--- config.mk ---
export PLATFORM = sky130hd
export DESIGN_NAME = key_tx
export DESIGN_NICKNAME = d
export VERILOG_FILES = /design/src/rtl/key_tx_pkg.sv /design/src/rtl/key_tx_tick.sv /design/src/rtl/key_tx.sv
export SDC_FILE = /design/constraint.sdc
export NUM_CORES = 1
export LEC_CHECK = 0
export ABC_CLOCK_PERIOD_IN_PS = 4120
export CAP_MARGIN = 15
export CORE_MARGIN = 5
export CORE_UTILIZATION = 50
export DETAILED_ROUTE_END_ITERATION = 10
export PLACE_DENSITY = 0.77
export REMOVE_ABC_BUFFERS = 1
export SKIP_CTS_REPAIR_TIMING = 1
export SLEW_MARGIN = 20
export SYNTH_ARGS = -nofsm -noshare
export SYNTH_HDL_FRONTEND = slang
export SYNTH_SLANG_ARGS = --single-unit
--- constraint.sdc ---
create_clock -name clk -period 4.12 [get_ports clk]
set_clock_uncertainty 0.05 [all_clocks]
set_input_delay 0.412 -clock clk [delete_from_list [all_inputs] [get_ports clk]]
set_output_delay 0.412 -clock clk [all_outputs]
set_load 0.005 [all_outputs]
--- src/rtl/key_tx_pkg.sv ---
// ---------------------------------------------------------------------------
// key_tx_pkg : shared FSM encoding, defaults and width helper for key_tx. Rev 1.0
// ---------------------------------------------------------------------------
`default_nettype none

package key_tx_pkg;

  localparam int KEY_BITS_DEFAULT = 64;

  typedef enum logic [1:0] {
    IDLE  = 2'd0,
    SETUP = 2'd1,
    HIGH  = 2'd2,
    LOW   = 2'd3
  } state_t;

  // Number of bits needed to hold the value itself (not value-1).
  function automatic int clog2w(input int value);
    int w;
    w = 1;
    for (int i = 0; i < 31; i++) begin
      if ((value >> i) != 0) w = i + 1;
    end
    return w;
  endfunction

endpackage

`default_nettype wire

--- src/rtl/key_tx_tick.sv ---
// ---------------------------------------------------------------------------
// key_tx_tick : loadable down-counter, tick during the last cycle of a load. Rev 1.0
// ---------------------------------------------------------------------------
`default_nettype none

module key_tx_tick #(
  parameter int WIDTH = 8
) (
  input  logic             clk,
  input  logic             rst,
  input  logic             enable,
  input  logic             load,
  input  logic [WIDTH-1:0] load_val,
  output logic             tick
);

  logic [WIDTH-1:0] count;

  // Load value N makes tick visible in the N-th cycle after the load; holds at zero.
  always_ff @(posedge clk or posedge rst) begin
    if (rst) begin
      count <= '0;
    end else if (load) begin
      count <= load_val;
    end else if (enable && count != '0) begin
      count <= count - 1'b1;
    end
  end

  assign tick = enable && (count == WIDTH'(1));

endmodule

`default_nettype wire

--- src/rtl/key_tx.sv ---
// ---------------------------------------------------------------------------
// key_tx : 64-bit key serializer onto en/sclk/sdat; KEY_TX_AUTO_EN adds heartbeat. Rev 1.0
// ---------------------------------------------------------------------------
`default_nettype none

module key_tx
  import key_tx_pkg::*;
#(
  parameter int CLK_DIV       = 8,
  parameter int KEY_BITS      = KEY_BITS_DEFAULT,
  parameter int PERIOD_CYCLES = 50000000
) (
  input  logic                clk,
  input  logic                rst,
  input  logic [KEY_BITS-1:0] key,
  input  logic                key_load,
  input  logic                start,
  output logic                busy,
  output logic                done,
  output logic                en,
  output logic                sclk,
  output logic                sdat
);

  localparam int BCW = clog2w(KEY_BITS);

  if (CLK_DIV < 2 || CLK_DIV > 255 || PERIOD_CYCLES < 1) begin : g_bad_param
    $error("key_tx: illegal CLK_DIV or PERIOD_CYCLES");
  end

  state_t              state;
  logic [KEY_BITS-1:0] shadow;
  logic [KEY_BITS-1:0] shreg;
  logic [KEY_BITS-1:0] frame_key;
  logic                key_loaded;
  logic [BCW-1:0]      bit_cnt;
  logic                half_tick;
  logic                half_load;
  logic                start_int;
  logic                go;

`ifdef KEY_TX_AUTO_EN
  localparam int PW = clog2w(PERIOD_CYCLES);
  logic auto_tick;
  logic timer_load;

  assign timer_load = (key_load && !key_loaded) || (key_loaded && (start || auto_tick));

  key_tx_tick #(.WIDTH(PW)) u_period (
    .clk      (clk),
    .rst      (rst),
    .enable   (key_loaded),
    .load     (timer_load),
    .load_val (PW'(PERIOD_CYCLES)),
    .tick     (auto_tick)
  );

  assign start_int = start || auto_tick;
`else
  assign start_int = start;
`endif

  // A key_load coinciding with start is bypassed straight into the frame.
  assign frame_key = key_load ? key : shadow;
  assign go        = start_int && (key_loaded || key_load) && (state == IDLE);
  assign half_load = go || ((state != IDLE) && half_tick);

  key_tx_tick #(.WIDTH(8)) u_half (
    .clk      (clk),
    .rst      (rst),
    .enable   (1'b1),
    .load     (half_load),
    .load_val (8'(CLK_DIV)),
    .tick     (half_tick)
  );

  always_ff @(posedge clk or posedge rst) begin
    if (rst) begin
      state      <= IDLE;
      busy       <= 1'b0;
      done       <= 1'b0;
      en         <= 1'b0;
      sclk       <= 1'b0;
      sdat       <= 1'b0;
      key_loaded <= 1'b0;
      shadow     <= '0;
      shreg      <= '0;
      bit_cnt    <= '0;
    end else begin
      done <= 1'b0;
      if (key_load) begin
        shadow     <= key;
        key_loaded <= 1'b1;
      end
      case (state)
        IDLE: begin
          if (go) begin
            state   <= SETUP;
            busy    <= 1'b1;
            en      <= 1'b1;
            sclk    <= 1'b0;
            shreg   <= frame_key;
            sdat    <= frame_key[KEY_BITS-1];
            bit_cnt <= '0;
          end
        end
        SETUP: begin
          if (half_tick) begin
            state   <= HIGH;
            sclk    <= 1'b1;
            bit_cnt <= bit_cnt + 1'b1;
          end
        end
        HIGH: begin
          if (half_tick) begin
            state <= LOW;
            sclk  <= 1'b0;
            if (bit_cnt < BCW'(KEY_BITS)) begin
              shreg <= shreg << 1;
              sdat  <= shreg[KEY_BITS-2];
            end
          end
        end
        LOW: begin
          if (half_tick) begin
            if (bit_cnt < BCW'(KEY_BITS)) begin
              state   <= HIGH;
              sclk    <= 1'b1;
              bit_cnt <= bit_cnt + 1'b1;
            end else begin
              state <= IDLE;
              en    <= 1'b0;
              busy  <= 1'b0;
              sdat  <= 1'b0;
              done  <= 1'b1;
            end
          end
        end
        default: state <= IDLE;
      endcase
    end
  end

endmodule

`default_nettype wire

==> impl_metrics.env, run 1 <==
export IMPL_report_power_total_w=0.00567
export IMPL_drc=0
export IMPL_reg2reg_depth=6
export IMPL_r2r_start="state[0]"
export IMPL_fin_setup_tns_ns=0
export IMPL_synth_edff_count=0
export IMPL_path_clk_slew_ns=0.06
export IMPL_drtAntennaViolNets=0
export IMPL_clock_path_buffers=2
export IMPL_routed_wl_um=12900
export IMPL_hold_path_end="bit_cnt[5]"
export IMPL_layout_drive_gt1_share=0.190
export IMPL_powerDensity_mw_per_mm2=682
export IMPL_ys_ff_latch=149
export IMPL_yosysSeqAreaShare=0.537
export IMPL_synthCells=538
export IMPL_cts_made_buffers=17
export IMPL_setup_viol=0
export IMPL_num_io_pins=73
export IMPL_detail_route_wl_per_cell_um=16.0
export IMPL_via_count=4206
export IMPL_start_util=0.504
export IMPL_clk_latency_ns=0.43
export IMPL_crit_type="flop to flop"
export IMPL_hpwl_um=8370
export IMPL_die_area_sq_mm=0.0163
export IMPL_hold_viol_final=0
export IMPL_vias_per_cell=5.25
export IMPL_cts_root_buffer="clkbuf_16"
export IMPL_cts_sinks=149
export IMPL_rows=43
export IMPL_grt_overflow=0
export IMPL_grt_max_degree=109
export IMPL_grt_busiest_layer="met2"
export IMPL_max_cap_viol_count=0
export IMPL_grt_pass1_vias=4447
export IMPL_cp_max_fo=30
export IMPL_die_h_um=128
export IMPL_critPathLaunchType="flop"
export IMPL_drtPass1Iterations=4
export IMPL_worstSetupEndpointType="flop"
export IMPL_place_congestion=0.778
export IMPL_r2r_end="shreg[57]"
export IMPL_worstPathRequired_ns=4.41
export IMPL_worst_ep_arrival_time_ns=3.15
export IMPL_reg2reg_setup_slack_ns=1.25
export IMPL_core_area_sq_mm=0.0138
export IMPL_hold_path_class="flop to flop"
export IMPL_antenna_found_initial=0
export IMPL_antenna_cells=0
export IMPL_finalNetCount=684
export IMPL_grt_use_total=0.170
export IMPL_fillCellCount=1113
export IMPL_async_reset_ff_frac=1.00
export IMPL_syn_to_final_growth_pct=19.9
export IMPL_finalMaxSlewViolations=0
export IMPL_tightest_slew_ns=0.952
export IMPL_synth_area_sq_mm=0.00694
export IMPL_timing_fmax_mhz=349
export IMPL_grt_util_met3=0.0425
export IMPL_grt_pass1_wl_um=22100
export IMPL_synth_top_flop_cell="dfrtp_1"
export IMPL_die_w_um=128
export IMPL_use_met1=0.235
export IMPL_leakage_nw=3.66
export IMPL_hold_start="bit_cnt[5]"
export IMPL_syn_avg_cell_area_sq_um=12.9
export IMPL_cts_max_level=4
export IMPL_period_minus_slack_ns=2.87
export IMPL_min_period_over_period=0.695
export IMPL_yosys_warnings=0
export IMPL_run_status="complete, no violations"
export IMPL_drt_iter0_drc=245
export IMPL_synth_cell_types=51
export IMPL_slew_limit_headroom=0.365
export IMPL_rsz0062_at_grt="false"
export IMPL_cts_tree="done"
export IMPL_min_path_cells=1
export IMPL_irDropWorstVdd_uv=319
export IMPL_use_met2=0.258
export IMPL_port_buffers=72
==> per-layer routing <==
layer	vias up	wire length (um)
li1	1988	-
met1	2094	5990
met2	104	6020
met3	20	578
met4	0	258
met5	-	0
==> report_power, final <==
part           internal, W  switching [W]
sequential         0.00192       0.000272
combinational     0.000915        0.00101
clock             0.000981       0.000578
total              0.00382        0.00186
==> registers in the layout, summed over array words and instances, names as in the netlist <==
signal,cells
u_half.count,8
en,1
shreg,63
sclk,1
state,2
bit_cnt,7
done,1
key_loaded,1
sdat,1
shadow,64
==> synthesized netlist by cell type, types with 3 or more instances <==
master / count / share of area
inv_1: 70 / 0.038
mux2i_1: 125 / 0.18
dfrtp_1: 149 / 0.54
buf_12: 6 / 0.017
o2111ai_1: 3 / 0.0038
nand2_1: 5 / 0.0027
and2_1: 3 / 0.0027
buf_2: 12 / 0.0086
buf_4: 3 / 0.0032
clkbuf_1: 3 / 0.0016
a21o_1: 3 / 0.0032
nor2_1: 12 / 0.0065
o21ai_0: 10 / 0.0072
a31oi_1: 7 / 0.0063
a21oi_1: 7 / 0.0050
a41oi_1: 3 / 0.0038
mux2_2: 66 / 0.11
and3_1: 3 / 0.0027
ha_1: 8 / 0.014
==> layout by cell type (no fill, tap or decap), drive strengths merged, types with 5 or more instances in the layout <==
cell type,count
mux2,66
nand2,5
clkdlybuf4s50,71
inv,70
a21oi,8
a31oi,7
clkinv,6
ha,8
mux2i,125
o21ai,10
nor2,12
dfrtp,149
buf,7
clkbuf,23
==> worst max path at each step <==
stage	start	endpoint	slack (ns)	cells after the start
final	state[0]	shreg[57]	1.25	6
after global routing	state[0]	shreg[42]	1.03	7
after CTS	state[0]	shreg[61]	1.20	6
after detailed placement	state[0]	shreg[42]	1.23	6
after global placement	state[0]	shreg[47]	1.37	6
after floorplan	state[0]	shreg[10]	-2.09	5
==> critical path, stage by stage (launching register included) <==
cell     delay (ns)
dfrtp_1        0.42
inv_1          0.16
ha_4           0.48
a41oi_1        0.27
a21oi_4        0.62
buf_4          0.51
mux2i_1        0.25
==> final cells by class <==
cell class | count | area [sq um] | share of cell area
Inverter | 70 | 268 | 0.0322
Sequential cell | 149 | 3730 | 0.448
Tap cell | 180 | 225 | 0.0271
Timing Repair Buffer | 78 | 761 | 0.0914
Clock buffer | 23 | 508 | 0.0610
Clock inverter | 9 | 97.6 | 0.0117
Multi-Input combinational cell | 292 | 2740 | 0.329
==> stage by stage <==
step                area (sq um)  hold WS (ns)  setup WS (ns)  instances  utilization
global route                8320         0.450           1.03        801        0.604
global placement            7720         0.428           1.37        769        0.560
detailed placement          7720         0.422           1.23        769        0.560
finish                      8320         0.440           1.25        801        0.604
CTS                         8320         0.435           1.20        801        0.604
floorplan                   6710         0.388          -2.09        511            -
==> kinds of logic (layout without fill, tap and decap cells) <==
group | after synthesis | in the layout | synth area share
AOI/OAI and AO/OA | 47 | 47 | 0.0472
xor gates and xnor gates | 4 | 4 | 0.00505
adders and majority gates | 8 | 8 | 0.0144
buffers and inverters | 97 | 180 | 0.0719
DFF | 149 | 149 | 0.537
muxes | 191 | 191 | 0.287
and+or+nand+nor | 42 | 42 | 0.0373
Power figures use the tool's default switching activity.
==> run 2: changes to the inputs <==
--- a/config.mk
+++ b/config.mk
@@ -5,7 +5,7 @@
 export SDC_FILE = /design/constraint.sdc
 export NUM_CORES = 1
 export LEC_CHECK = 0
-export ABC_CLOCK_PERIOD_IN_PS = 4120
+export ABC_CLOCK_PERIOD_IN_PS = 2400
 export CAP_MARGIN = 15
 export CORE_MARGIN = 5
 export CORE_UTILIZATION = 50
==> constraint.sdc (replaced) <==
create_clock -name clk -period 2.4 [get_ports clk]
set_clock_uncertainty 0.05 [all_clocks]
set_input_delay 0.24 -clock clk [delete_from_list [all_inputs] [get_ports clk]]
set_output_delay 0.24 -clock clk [all_outputs]
set_load 0.005 [all_outputs]
==> impl_metrics.env, run 2 (synthesized netlist as in run 1, its figures left out) <==
export IMPL_slew_limit_headroom=0.476
export IMPL_stdcell_count=809
export IMPL_final_common_cell="dfrtp_1"
export IMPL_drtPass1Iterations=4
export IMPL_r2r_end="shreg[42]"
export IMPL_start_util=0.504
export IMPL_die_h_um=128
export IMPL_worst_slack_ns=0.146
export IMPL_min_period_over_period=0.939
export IMPL_drt_iter0_drc=240
export IMPL_crit_type="flop to flop"
export IMPL_rows=43
export IMPL_hpwl_um=8840
export IMPL_cts_tree="done"
export IMPL_grt_max_degree=48
export IMPL_worstSetupEndpointType="flop"
export IMPL_drc=0
export IMPL_irDropWorstVdd_uv=581
export IMPL_layout_drive_gt1_share=0.194
export IMPL_hold_path_class="input pin to async pin"
export IMPL_worst_ep_arrival_time_ns=2.54
export IMPL_routed_wl_um=12900
export IMPL_cts_max_level=4
export IMPL_grt_overflow=0
export IMPL_finalNetCount=693
export IMPL_core_area_sq_mm=0.0138
export IMPL_largest_reg_flops=64
export IMPL_port_buffers=72
export IMPL_grt_pass1_wl_um=22200
export IMPL_grt_busiest_layer="met2"
export IMPL_grt_use_total=0.168
export IMPL_cp_max_fo=21
export IMPL_worstPathRequired_ns=2.69
export IMPL_r2r_start="state[0]"
export IMPL_finalMaxSlewViolations=0
export IMPL_reg_top3="shadow: 64 flops, shreg: 63 flops, u_half.count: 8 flops"
export IMPL_tightest_slew_ns=0.786
export IMPL_use_met2=0.270
export IMPL_via_count=4220
export IMPL_run_status="complete, no violations"
export IMPL_cts_sinks=149
export IMPL_detail_route_wl_per_cell_um=15.9
export IMPL_die_w_um=128
export IMPL_rsz0062_at_grt="true"
export IMPL_antenna_found_initial=0
export IMPL_hold_viol_final=0
export IMPL_powerDensity_mw_per_mm2=1140
export IMPL_drtAntennaViolNets=0
export IMPL_reg2reg_setup_slack_ns=0.15
export IMPL_dp_cells=778
export IMPL_num_io_pins=73
export IMPL_placed_area_sq_mm=0.00784
export IMPL_timing_fmax_mhz=444
export IMPL_critPathLaunchType="flop"
export IMPL_finalInstanceArea_sq_mm=0.00839
export IMPL_antenna_cells=0
export IMPL_grt_util_met3=0.0471
export IMPL_dp_slack_ns=0.182
export IMPL_grt_pass1_vias=4732
export IMPL_max_cap_viol_count=0
export IMPL_clk_latency_ns=0.42
export IMPL_setup_viol=0
export IMPL_reg2reg_depth=7
export IMPL_place_congestion=0.817
export IMPL_use_met1=0.219
export IMPL_path_clk_slew_ns=0.06
export IMPL_period_minus_slack_ns=2.25
export IMPL_clock_path_buffers=2
export IMPL_cts_root_buffer="clkbuf_16"
export IMPL_cts_made_buffers=17
export IMPL_layout_common_cells="dfrtp_1 (149), mux2i_1 (125), clkdlybuf4s50_1 (71)"
export IMPL_syn_to_final_growth_pct=20.8
export IMPL_leakage_nw=3.69
export IMPL_vias_per_cell=5.22
export IMPL_top_register="shadow"
export IMPL_die_area_sq_mm=0.0163
## run 2: routing by layer
layer	up-vias	share of wire
li1	2010	-
met1	2094	0.46
met2	95	0.48
met3	21	0.047
met4	0	0.018
met5	-	0
## run 2: worst max path at each step
stage / startpoint / endpoint / slack [ns] / cells past startpoint
2_1_floorplan: state[0] / shreg[10] / -3.81 / 5
3_3_place_gp: state[0] / shreg[44] / 0.35 / 7
3_5_place_dp: state[0] / shreg[44] / 0.18 / 7
4_1_cts: state[0] / shreg[42] / 0.15 / 7
5_1_grt: state[0] / shreg[42] / -0.0005 / 7
6_report: state[0] / shreg[42] / 0.15 / 7
## run 2: per-stage QoR
stage	total power, W	hold WS [ns]	TNS, ns	util
after CTS	0.00966	0.176	0	0.609
after global placement	0.00694	0.417	0	0.569
after detailed placement	0.00715	0.433	0	0.569
after floorplan	0.00640	0.299	-536.16	-
final	0.00958	0.162	0	0.609
after global routing	0.0102	0.193	-0.000485	0.609
## run 2: final cells by class
cell class	count	area [sq um]
Inverter	70	268
Fill cell	1086	5390
Sequential cell	149	3730
Multi-Input combinational cell	292	2740
Clock inverter	3	15.0
Timing Repair Buffer	87	878
Clock buffer	28	537
Tap cell	180	225
## run 2: power breakdown
part           switching, W  internal (W)
Combinational       0.00173       0.00164
Sequential         0.000465       0.00330
Clock              0.000951       0.00150
Total               0.00314       0.00644
## run 2: critical path, stage by stage (launching register included)
cell and delay (ns):
dfrtp_1 0.43, inv_1 0.17, ha_1 0.35, nor2b_1 0.23, a41oi_1 0.10, a21oi_4 0.21, buf_4 0.36, mux2i_1 0.25
